`src/rtl/mem_access_unit_pkg.sv`:
```
// Shared types for the memory stage: pipeline register layouts, bus enums and
// the alignment helpers used by both the FSM and the lane formatter.
package mem_access_unit_pkg;

  typedef enum logic [2:0] {
    MSIZE_B = 3'd0,
    MSIZE_H = 3'd1,
    MSIZE_W = 3'd2,
    MSIZE_D = 3'd3
  } msize_t;

  typedef enum logic [1:0] {
    MEM_NONE = 2'b00,
    MEM_LD   = 2'b01,
    MEM_ST   = 2'b10
  } mem_op_t;

  typedef enum logic [1:0] {IDLE, REQ, WAIT, DONE} lsu_state_t;

  typedef struct packed {
    mem_op_t    mem_rw;
    msize_t     msize;
    logic       mem_unsigned;
    logic       reg_write;
    logic [4:0] rd_addr;
  } control_t;

  typedef struct packed {
    logic        valid;
    logic [63:0] pc;
    control_t    ctl;
    logic [63:0] alu_out;
    logic [63:0] srcb;
  } execute_data_t;

  typedef struct packed {
    logic        valid;
    logic [63:0] pc;
    control_t    ctl;
    logic [63:0] rd;
  } memory_data_t;

  localparam int EXE_W = $bits(execute_data_t);
  localparam int MEM_W = $bits(memory_data_t);

  function automatic logic [2:0] size_mask(msize_t size);
    case (size)
      MSIZE_B: return 3'd0;
      MSIZE_H: return 3'd1;
      MSIZE_W: return 3'd3;
      default: return 3'd7;
    endcase
  endfunction

  function automatic logic misaligned(msize_t size, logic [2:0] off);
    return (off & size_mask(size)) != 3'd0;
  endfunction

  // Window is computed in 16 bits so an 8-byte access at a nonzero offset simply truncates.
  function automatic logic [7:0] strobe_of(msize_t size, logic [2:0] off);
    logic [15:0] m;
    case (size)
      MSIZE_B: m = 16'h0001;
      MSIZE_H: m = 16'h0003;
      MSIZE_W: m = 16'h000F;
      default: m = 16'h00FF;
    endcase
    m = m << off;
    return m[7:0];
  endfunction

endpackage

```
`src/rtl/mem_access_unit_align.sv`:
```
// Combinational lane formatter: shifts store data onto its byte lanes and
// extracts/extends load data from the raw doubleword.
module mem_access_unit_align
  import mem_access_unit_pkg::*;
(
  input  logic [2:0]  size,
  input  logic [2:0]  off,
  input  logic        mem_unsigned,
  input  logic [63:0] store_src,
  input  logic [63:0] raw_data,
  output logic [63:0] store_data,
  output logic [7:0]  strobe,
  output logic [63:0] load_data
);

  logic [5:0]  shamt;
  logic [63:0] shifted;

  assign shamt      = {off, 3'b000};
  assign store_data = store_src << shamt;
  assign strobe     = strobe_of(msize_t'(size), off);
  assign shifted    = raw_data >> shamt;

  always_comb begin
    load_data = shifted;
    case (msize_t'(size))
      MSIZE_B: load_data = mem_unsigned ? {56'd0, shifted[7:0]}
                                        : {{56{shifted[7]}}, shifted[7:0]};
      MSIZE_H: load_data = mem_unsigned ? {48'd0, shifted[15:0]}
                                        : {{48{shifted[15]}}, shifted[15:0]};
      MSIZE_W: load_data = mem_unsigned ? {32'd0, shifted[31:0]}
                                        : {{32{shifted[31]}}, shifted[31:0]};
      default: load_data = shifted;
    endcase
  end

endmodule

```
`src/rtl/mem_access_unit.sv`:
```
// Memory stage: takes one execute-stage record at a time, runs it over the data
// bus if it is an aligned load/store, and hands a writeback record onward.
module mem_access_unit
  import mem_access_unit_pkg::*;
#(
  parameter logic TRAP_MISALIGN = 1'b1
) (
  input  logic             clk,
  input  logic             resetn,
  input  logic             flush,
  input  logic             in_valid,
  input  logic [EXE_W-1:0] in_data,
  output logic             in_ready,
  output logic             out_valid,
  output logic [MEM_W-1:0] out_data,
  input  logic             out_ready,
  output logic             out_misalign,
  output logic             dreq_valid,
  output logic [63:0]      dreq_addr,
  output logic [2:0]       dreq_size,
  output logic [7:0]       dreq_strobe,
  output logic [63:0]      dreq_data,
  input  logic             dresp_addr_ok,
  input  logic             dresp_data_ok,
  input  logic [63:0]      dresp_data
);

  lsu_state_t    state, state_next;
  execute_data_t in_exe, cap_exe, exe_q;
  memory_data_t  out_md;
  logic          drain_q, drain_next, mis_q, load_en;
  logic          accept, in_mem, in_mis, in_issue, ld_q, st_q, killed;
  logic [63:0]   store_data, load_fmt, load_q;
  logic [7:0]    strobe;

  assign in_exe   = execute_data_t'(in_data);
  assign in_mem   = (in_exe.ctl.mem_rw == MEM_LD) || (in_exe.ctl.mem_rw == MEM_ST);
  assign in_mis   = misaligned(in_exe.ctl.msize, in_exe.alu_out[2:0]);
  assign in_issue = in_mem && !(TRAP_MISALIGN && in_mis);
  assign in_ready = (state == IDLE) || (state == DONE && out_ready);
  assign accept   = in_valid && in_ready && in_exe.valid && !flush;

  // Without trapping, a misaligned address is pulled down to its natural boundary.
  always_comb begin
    cap_exe = in_exe;
    if (!TRAP_MISALIGN) begin
      cap_exe.alu_out[2:0] = in_exe.alu_out[2:0] & ~size_mask(in_exe.ctl.msize);
    end
  end

  assign ld_q   = exe_q.ctl.mem_rw == MEM_LD;
  assign st_q   = exe_q.ctl.mem_rw == MEM_ST;
  assign killed = drain_q || flush;

  // A flushed request must still finish its bus handshake; drain swallows the response.
  always_comb begin
    state_next = state;
    drain_next = drain_q;
    load_en    = 1'b0;
    case (state)
      IDLE: begin
        if (accept) state_next = in_issue ? REQ : DONE;
      end
      REQ: begin
        drain_next = killed;
        if (dresp_addr_ok && dresp_data_ok) begin
          state_next = killed ? IDLE : DONE;
          load_en    = ld_q && !killed;
          drain_next = 1'b0;
        end else if (dresp_addr_ok) begin
          state_next = WAIT;
        end
      end
      WAIT: begin
        drain_next = killed;
        if (dresp_data_ok) begin
          state_next = killed ? IDLE : DONE;
          load_en    = ld_q && !killed;
          drain_next = 1'b0;
        end
      end
      DONE: begin
        if (flush) begin
          state_next = IDLE;
        end else if (out_ready) begin
          state_next = accept ? (in_issue ? REQ : DONE) : IDLE;
        end
      end
      default: state_next = IDLE;
    endcase
  end

  always_ff @(posedge clk or negedge resetn) begin
    if (!resetn) begin
      state   <= IDLE;
      drain_q <= 1'b0;
      mis_q   <= 1'b0;
      exe_q   <= '0;
      load_q  <= '0;
    end else begin
      state   <= state_next;
      drain_q <= drain_next;
      if (accept) begin
        exe_q <= cap_exe;
        mis_q <= TRAP_MISALIGN && in_mis;
      end
      if (load_en) load_q <= load_fmt;
    end
  end

  mem_access_unit_align u_align (
    .size         (exe_q.ctl.msize),
    .off          (exe_q.alu_out[2:0]),
    .mem_unsigned (exe_q.ctl.mem_unsigned),
    .store_src    (exe_q.srcb),
    .raw_data     (dresp_data),
    .store_data   (store_data),
    .strobe       (strobe),
    .load_data    (load_fmt)
  );

  assign dreq_valid   = state == REQ;
  assign dreq_addr    = exe_q.alu_out;
  assign dreq_size    = exe_q.ctl.msize;
  assign dreq_strobe  = st_q ? strobe : 8'd0;
  assign dreq_data    = store_data;
  assign out_valid    = state == DONE;
  assign out_misalign = (state == DONE) && mis_q;

  // Loads that reached the bus return memory data; everything else carries the ALU result.
  always_comb begin
    out_md.valid = exe_q.valid;
    out_md.pc    = exe_q.pc;
    out_md.ctl   = exe_q.ctl;
    out_md.rd    = (ld_q && !mis_q) ? load_q : exe_q.alu_out;
  end

  assign out_data = out_md;

endmodule
```
`config.mk`:
```
export PLATFORM = sky130hd
export DESIGN_NAME = mem_access_unit
export DESIGN_NICKNAME = d
export VERILOG_FILES = /design/src/rtl/mem_access_unit_pkg.sv /design/src/rtl/mem_access_unit_align.sv /design/src/rtl/mem_access_unit.sv
export SDC_FILE = /design/constraint.sdc
export NUM_CORES = 1
export LEC_CHECK = 0
export BUFFER_PORTS_ARGS = -buffer_cell sky130_fd_sc_hd__buf_2
export CAP_MARGIN = 40
export CORE_ASPECT_RATIO = 0.75
export CORE_MARGIN = 3
export CORE_UTILIZATION = 40
export CTS_CLUSTER_DIAMETER = 40
export DETAILED_ROUTE_END_ITERATION = 6
export HOLD_SLACK_MARGIN = 0.06
export PLACE_DENSITY = 0.66
export SYNTH_ARGS = -nofsm -noshare
export SYNTH_HDL_FRONTEND = slang
export SYNTH_SLANG_ARGS = --single-unit
```
`constraint.sdc`:
```
create_clock -name clk -period 3.7 [get_ports clk]
set_input_delay 0 -clock clk [delete_from_list [all_inputs] [get_ports clk]]
set_output_delay 0 -clock clk [all_outputs]
set_load 0.02 [all_outputs]
```
* Word-level counts from Yosys, hierarchy flattened
Index checks and enable logic that the tools add are counted.
Word-level totals: register bits after elaboration 273, word-level logic and storage cells 78
Cells by class: equality and inequality tests 15, shifts and indexed selects 3, muxes and demuxes 24, bitwise gates (word level) 1, reduce and logical (&&, ||, !) cells 22
Operators by type and width (number):
- $mux 64 | 4
- $pmux 64 s3 | 1
- $shl 64x6->64 | 1
- $shr 64x6->64 | 1
- $pmux 8 s3 | 1
- $mux 2 | 9
- $logic_and 1x1->1 | 9
- $pmux 3 s3 | 1
- $eq 2x2->1 const B | 4
- $mux 8 | 1
- $pmux 2 s4 | 1
- $shl 8x3->8 | 1
- $eq 2x1->1 const B | 3
- $eq 3x1->1 const B | 2
- $eq 3x2->1 const B | 2
- $logic_not 3->1 | 2
- $logic_not 1->1 | 4
- $mux 1 | 4
- $ne 2x2->1 const B | 2
- $pmux 1 s2 | 2
- $reduce_and 4->1 | 1
- $and 3x3->3 | 1
- $logic_or 1x1->1 | 3
- $ne 3x1->1 const B | 1
- 4 further kinds | 4

* Depth between registers and ports, before layout
word-level depth 11, mapped depth 9, mapped depth without buffers 7

* Hierarchy
A second synthesis with hierarchy kept.
Second synthesis, totals: cell total of the unflattened synthesis 1440, area total of the unflattened synthesis 16619.7 µm²
By module, submodules not included:
- mem_access_unit | times used 1, cells an instance 834, area each 12258.0 µm²
- mem_access_unit_align | times used 1, cells an instance 606, area each 4361.7 µm²

* Worst setup path before layout
OpenSTA, ideal clock, no wires.
kind reg2reg, from reg state[0], to reg exe_q, in the netlist out_data[74], library setup time 0.125 ns, arrival 2.043 ns, required time 3.575 ns, setup slack 1.532 ns, stages on the path, launching flop included 7, buffers on the path 2, cell sequence dfrtp_1 -> ha_1 -> a21o_1 -> nor2b_1 -> clkbuf_1 -> clkbuf_1 -> mux2_2
On the way: cells in the longest elaborated chain, start to end 6, elaborated cells between the ends (all ways) 7
Ends and longest elaborated chain:
- from (decl) | line mem_access_unit.sv:28 | lsu_state_t state, state_next;
- from (signal assigned) | line mem_access_unit.sv:101 | state <= state_next;
- $eq 2x2->1
- named net out_valid | line mem_access_unit.sv:14 | output logic out_valid,
- $logic_and 1x1->1 | line mem_access_unit.sv:40 | assign in_ready = (state == IDLE) || (state == DONE && out_ready);
- $logic_or 1x1->1 | line mem_access_unit.sv:40
- named net in_ready | line mem_access_unit.sv:13 | output logic in_ready,
- $logic_and 1x1->1 (3 in series) | line mem_access_unit.sv:41 | assign accept = in_valid && in_ready && in_exe.valid && !flush;
- to (signal assigned) | line mem_access_unit.sv:104 | exe_q <= cap_exe;
- to (decl) | line mem_access_unit.sv:29 | execute_data_t in_exe, cap_exe, exe_q;
The timed path passes the listed nets, and every way through them passes these cells. A chain may end at the register's enable or synchronous reset.

* Worst setup path after layout
from reg exe_q, in the netlist dreq_addr[1], to out dreq_data[40]
On the way: cells in the longest elaborated chain, start to end 1
Ends and longest elaborated chain:
- $shl 64x6->64 | line mem_access_unit_align.sv:20 | assign store_data = store_src << shamt;
- to (decl) | line mem_access_unit.sv:22 | output logic [63:0] dreq_data,
Every way passes these cells.

==> impl_metrics.ini <==
[detailed_routing]
drt_wl_total_um = 61000
avgViaCountPerCell = 5.28
antenna_left = 0
wl_per_cell_um = 23.1
dr.pass1.iters = 5
route.detailed.drc = 0
vias = 14000
first_iter_violations = 942

[sta]
setup_ws_ns = 0.395
clock.fmax_mhz = 303
rsz0062_at_grt = no
fin_setup_tns_ns = 0
skew_ns = 0.0224
period_needed_ns = 3.31
fin_crit_sh_pct = 89.3
setup_violations = 0
tightest_slew_ns = 0.888
relSlewSlack_pct = 40.8
finalHoldViolCount = 0
slew_viol_final = 0

[finish]
drive_above_1_share_pct = 48.2
layout.nets = 2369
final_common_cell = buf_2
nFillCells = 3337
layout_common_cells = buf_2, mux2_2, dfrtp_1, dlygate4sd3_1, nor2_1
syn2layout_area_growth_pct = 37.9

[floorplan]
die_area_um2 = 43200
core-area_um2 = 39800
start_util_pct = 40.9
io_pins = 560
rows = 63
chipWidth_um = 239
die_height_um = 181

[global_route]
grtUsageTotal_pct = 27.3
grt_pass1_wl_um = 90900
grt_max_degree = 107
antenna_found_initial = 8
grt_pass1_vias = 14700
grt_overflow = 0

[placement]
gp_congestion = 0.963
place_ws_ns = 1.01
port-buffer-count = 559
place_hpwl_um = 43500

[synth]
postSynthCellCount = 1447
yosys_warnings = 0
synth_top_area_cell = dfrtp_1
ys_seq_elements = 273
synth_area_leaders = dfrtp_1, mux2_2, buf_4, mux2i_1, nor2_1
ys.flop_type = dfrtp_1
synth_edf_count = 0
synth_area_per_cell_um2 = 11.2
syn_nets = 1728
synthArstFlopShare_pct = 100
ys_types = 60
yosys.area.top_type_share_pct = 42.0
syn_area_um2 = 16300
ys_seq_area_share_pct = 42.0

[cts]
htree_levels = 2
clock_path_buffers = 3
tritoncts = yes
cts_root_buf = clkbuf_16
cts.clk_slew.worst_paths_ns = 0.06
cts_resized = 0
cts_hold_buf = 262
clk_latency_ns = 0.52
cts_buffers = 41
cts_setup_buffers = 0
cts_sinks = 273

[job]
maxCapViolCount = 0

[power_and_ir_drop]
power.total_mw = 22.0
combPwrFrac_pct = 54.3
pwr-share-seq_pct = 27.6
p_sw_mw = 10.2
clkPwrFrac_pct = 18.1
leakage_nw = 10.4
irDropWorstVdd_v = 0.000533
powerDensity_nw_per_um2 = 981
swShare_pct = 46.3
p_int_mw = 11.8

[worst_setup_path]
end_kind = output port
crit_path_start_kind = flip-flop
worstPathArrival_ns = 3.31
required_ns = 3.70
worstPathMaxFanout = 56
crit_type = flip-flop to output port

[worst_hold_path]
hold_path_class = input pin to flip-flop

[outcome]
status = finished clean
-- logic make-up after synthesis --
family                     after synthesis  synth area share, %
adders and majority gates                5                0.384
and+or+nand+nor                        264                 7.21
DFF                                    273                 42.0
muxes                                  423                 30.0
AOI/OAI and AO/OA                      225                 10.1
buffers and inverters                  256                 10.3
xor gates and xnor gates                 1               0.0538
-- per-layer routing --
metal,up-vias,track usage [%],routed length [um]
met5,-,0,13
met4,2,10.7,2640
met3,130,6.01,4250
met2,605,43.8,28000
met1,6864,36.1,26100
li1,6358,-,-
-- worst max-delay path, cell delays in order, from the launching register on --
cell and delay [ns]:
dfrtp_4 0.83, buf_4 0.69, nand2b_1 0.59, o22ai_1 0.42, buf_2 0.24
-- metrics by stage --
stage / util (%) / cells / instance area [um^2] / hold slack (ns)
after floorplan: - / 1447 / 16300 / -0.296
after global placement: 46.2 / 2302 / 18400 / 0.125
after detailed placement: 46.3 / 2303 / 18400 / 0.137
after CTS: 56.3 / 2636 / 22400 / 0.0610
after global routing: 56.4 / 2643 / 22400 / 0.0920
final: 56.4 / 2644 / 22400 / 0.0854
-- path summary, 6_finish.rpt --
check	start	end	slack, ns	cells past startpoint
min in group asynchronous	resetn	exe_q[33]	0.13	2
worst min-delay path	dresp_data[47]	load_q[47]	0.09	5
worst max-delay path	dreq_addr[1]	dreq_data[40]	0.39	4
worst max register to register	dreq_addr[0]	load_q[0]	0.54	6
worst min register to register	out_data[140]	out_data[140]	0.49	1
max in group asynchronous	resetn	out_data[122]	2.53	3
-- sequential cells by signal (all words and copies together), names as in the netlist --
| register | flops |
|---|---|
| drain_q | 1 |
| dreq_addr | 64 |
| dreq_size | 3 |
| exe_q | 64 |
| load_q | 64 |
| mis_q | 1 |
| out_data | 74 |
| state | 2 |
-- layout make-up --
class	count	area [um^2]	area share, %
Sequential cell	273	6840	30.5
Tap cell	520	651	2.90
Clock buffer	48	1090	4.87
Inverter	8	30.0	0.134
Clock inverter	23	297	1.32
Antenna cell	8	20.0	0.0892
Multi-Input combinational cell	918	7800	34.7
Timing Repair Buffer	846	5710	25.5
-- cells in the mapped netlist, drive strengths merged (2+ instances only) --
master and n:
a211oi 18, o2bb2ai 8, o22a 7, and3b 2
mux4 21, o21a 7, nand3b 7, buf 224
mux2 300, and2 10, a21oi 66, nor4 2
inv 8, nor2 137, a222oi 5, a221oi 2
a31oi 47, ha 5, nor2b 17, o22ai 18
o211ai 4, nand2 65, mux2i 102, a21o 2
nor3 5, o21ai 31, or2 4, clkbuf 24
dfrtp 273, nand2b 8
-- power by group through the flow --
stage | registers (mW) | clock network, mW | logic (mW)
2_1_floorplan | 5.15 | 0 | 9.42
3_3_place_gp | 5.96 | 0 | 11.3
4_1_cts | 6.01 | 4.08 | 11.8
3_5_place_dp | 6.04 | 0 | 11.4
6_report | 6.08 | 3.98 | 12.0
5_1_grt | 6.26 | 4.21 | 12.7
No activity file was read; power rests on OpenSTA's default activity.
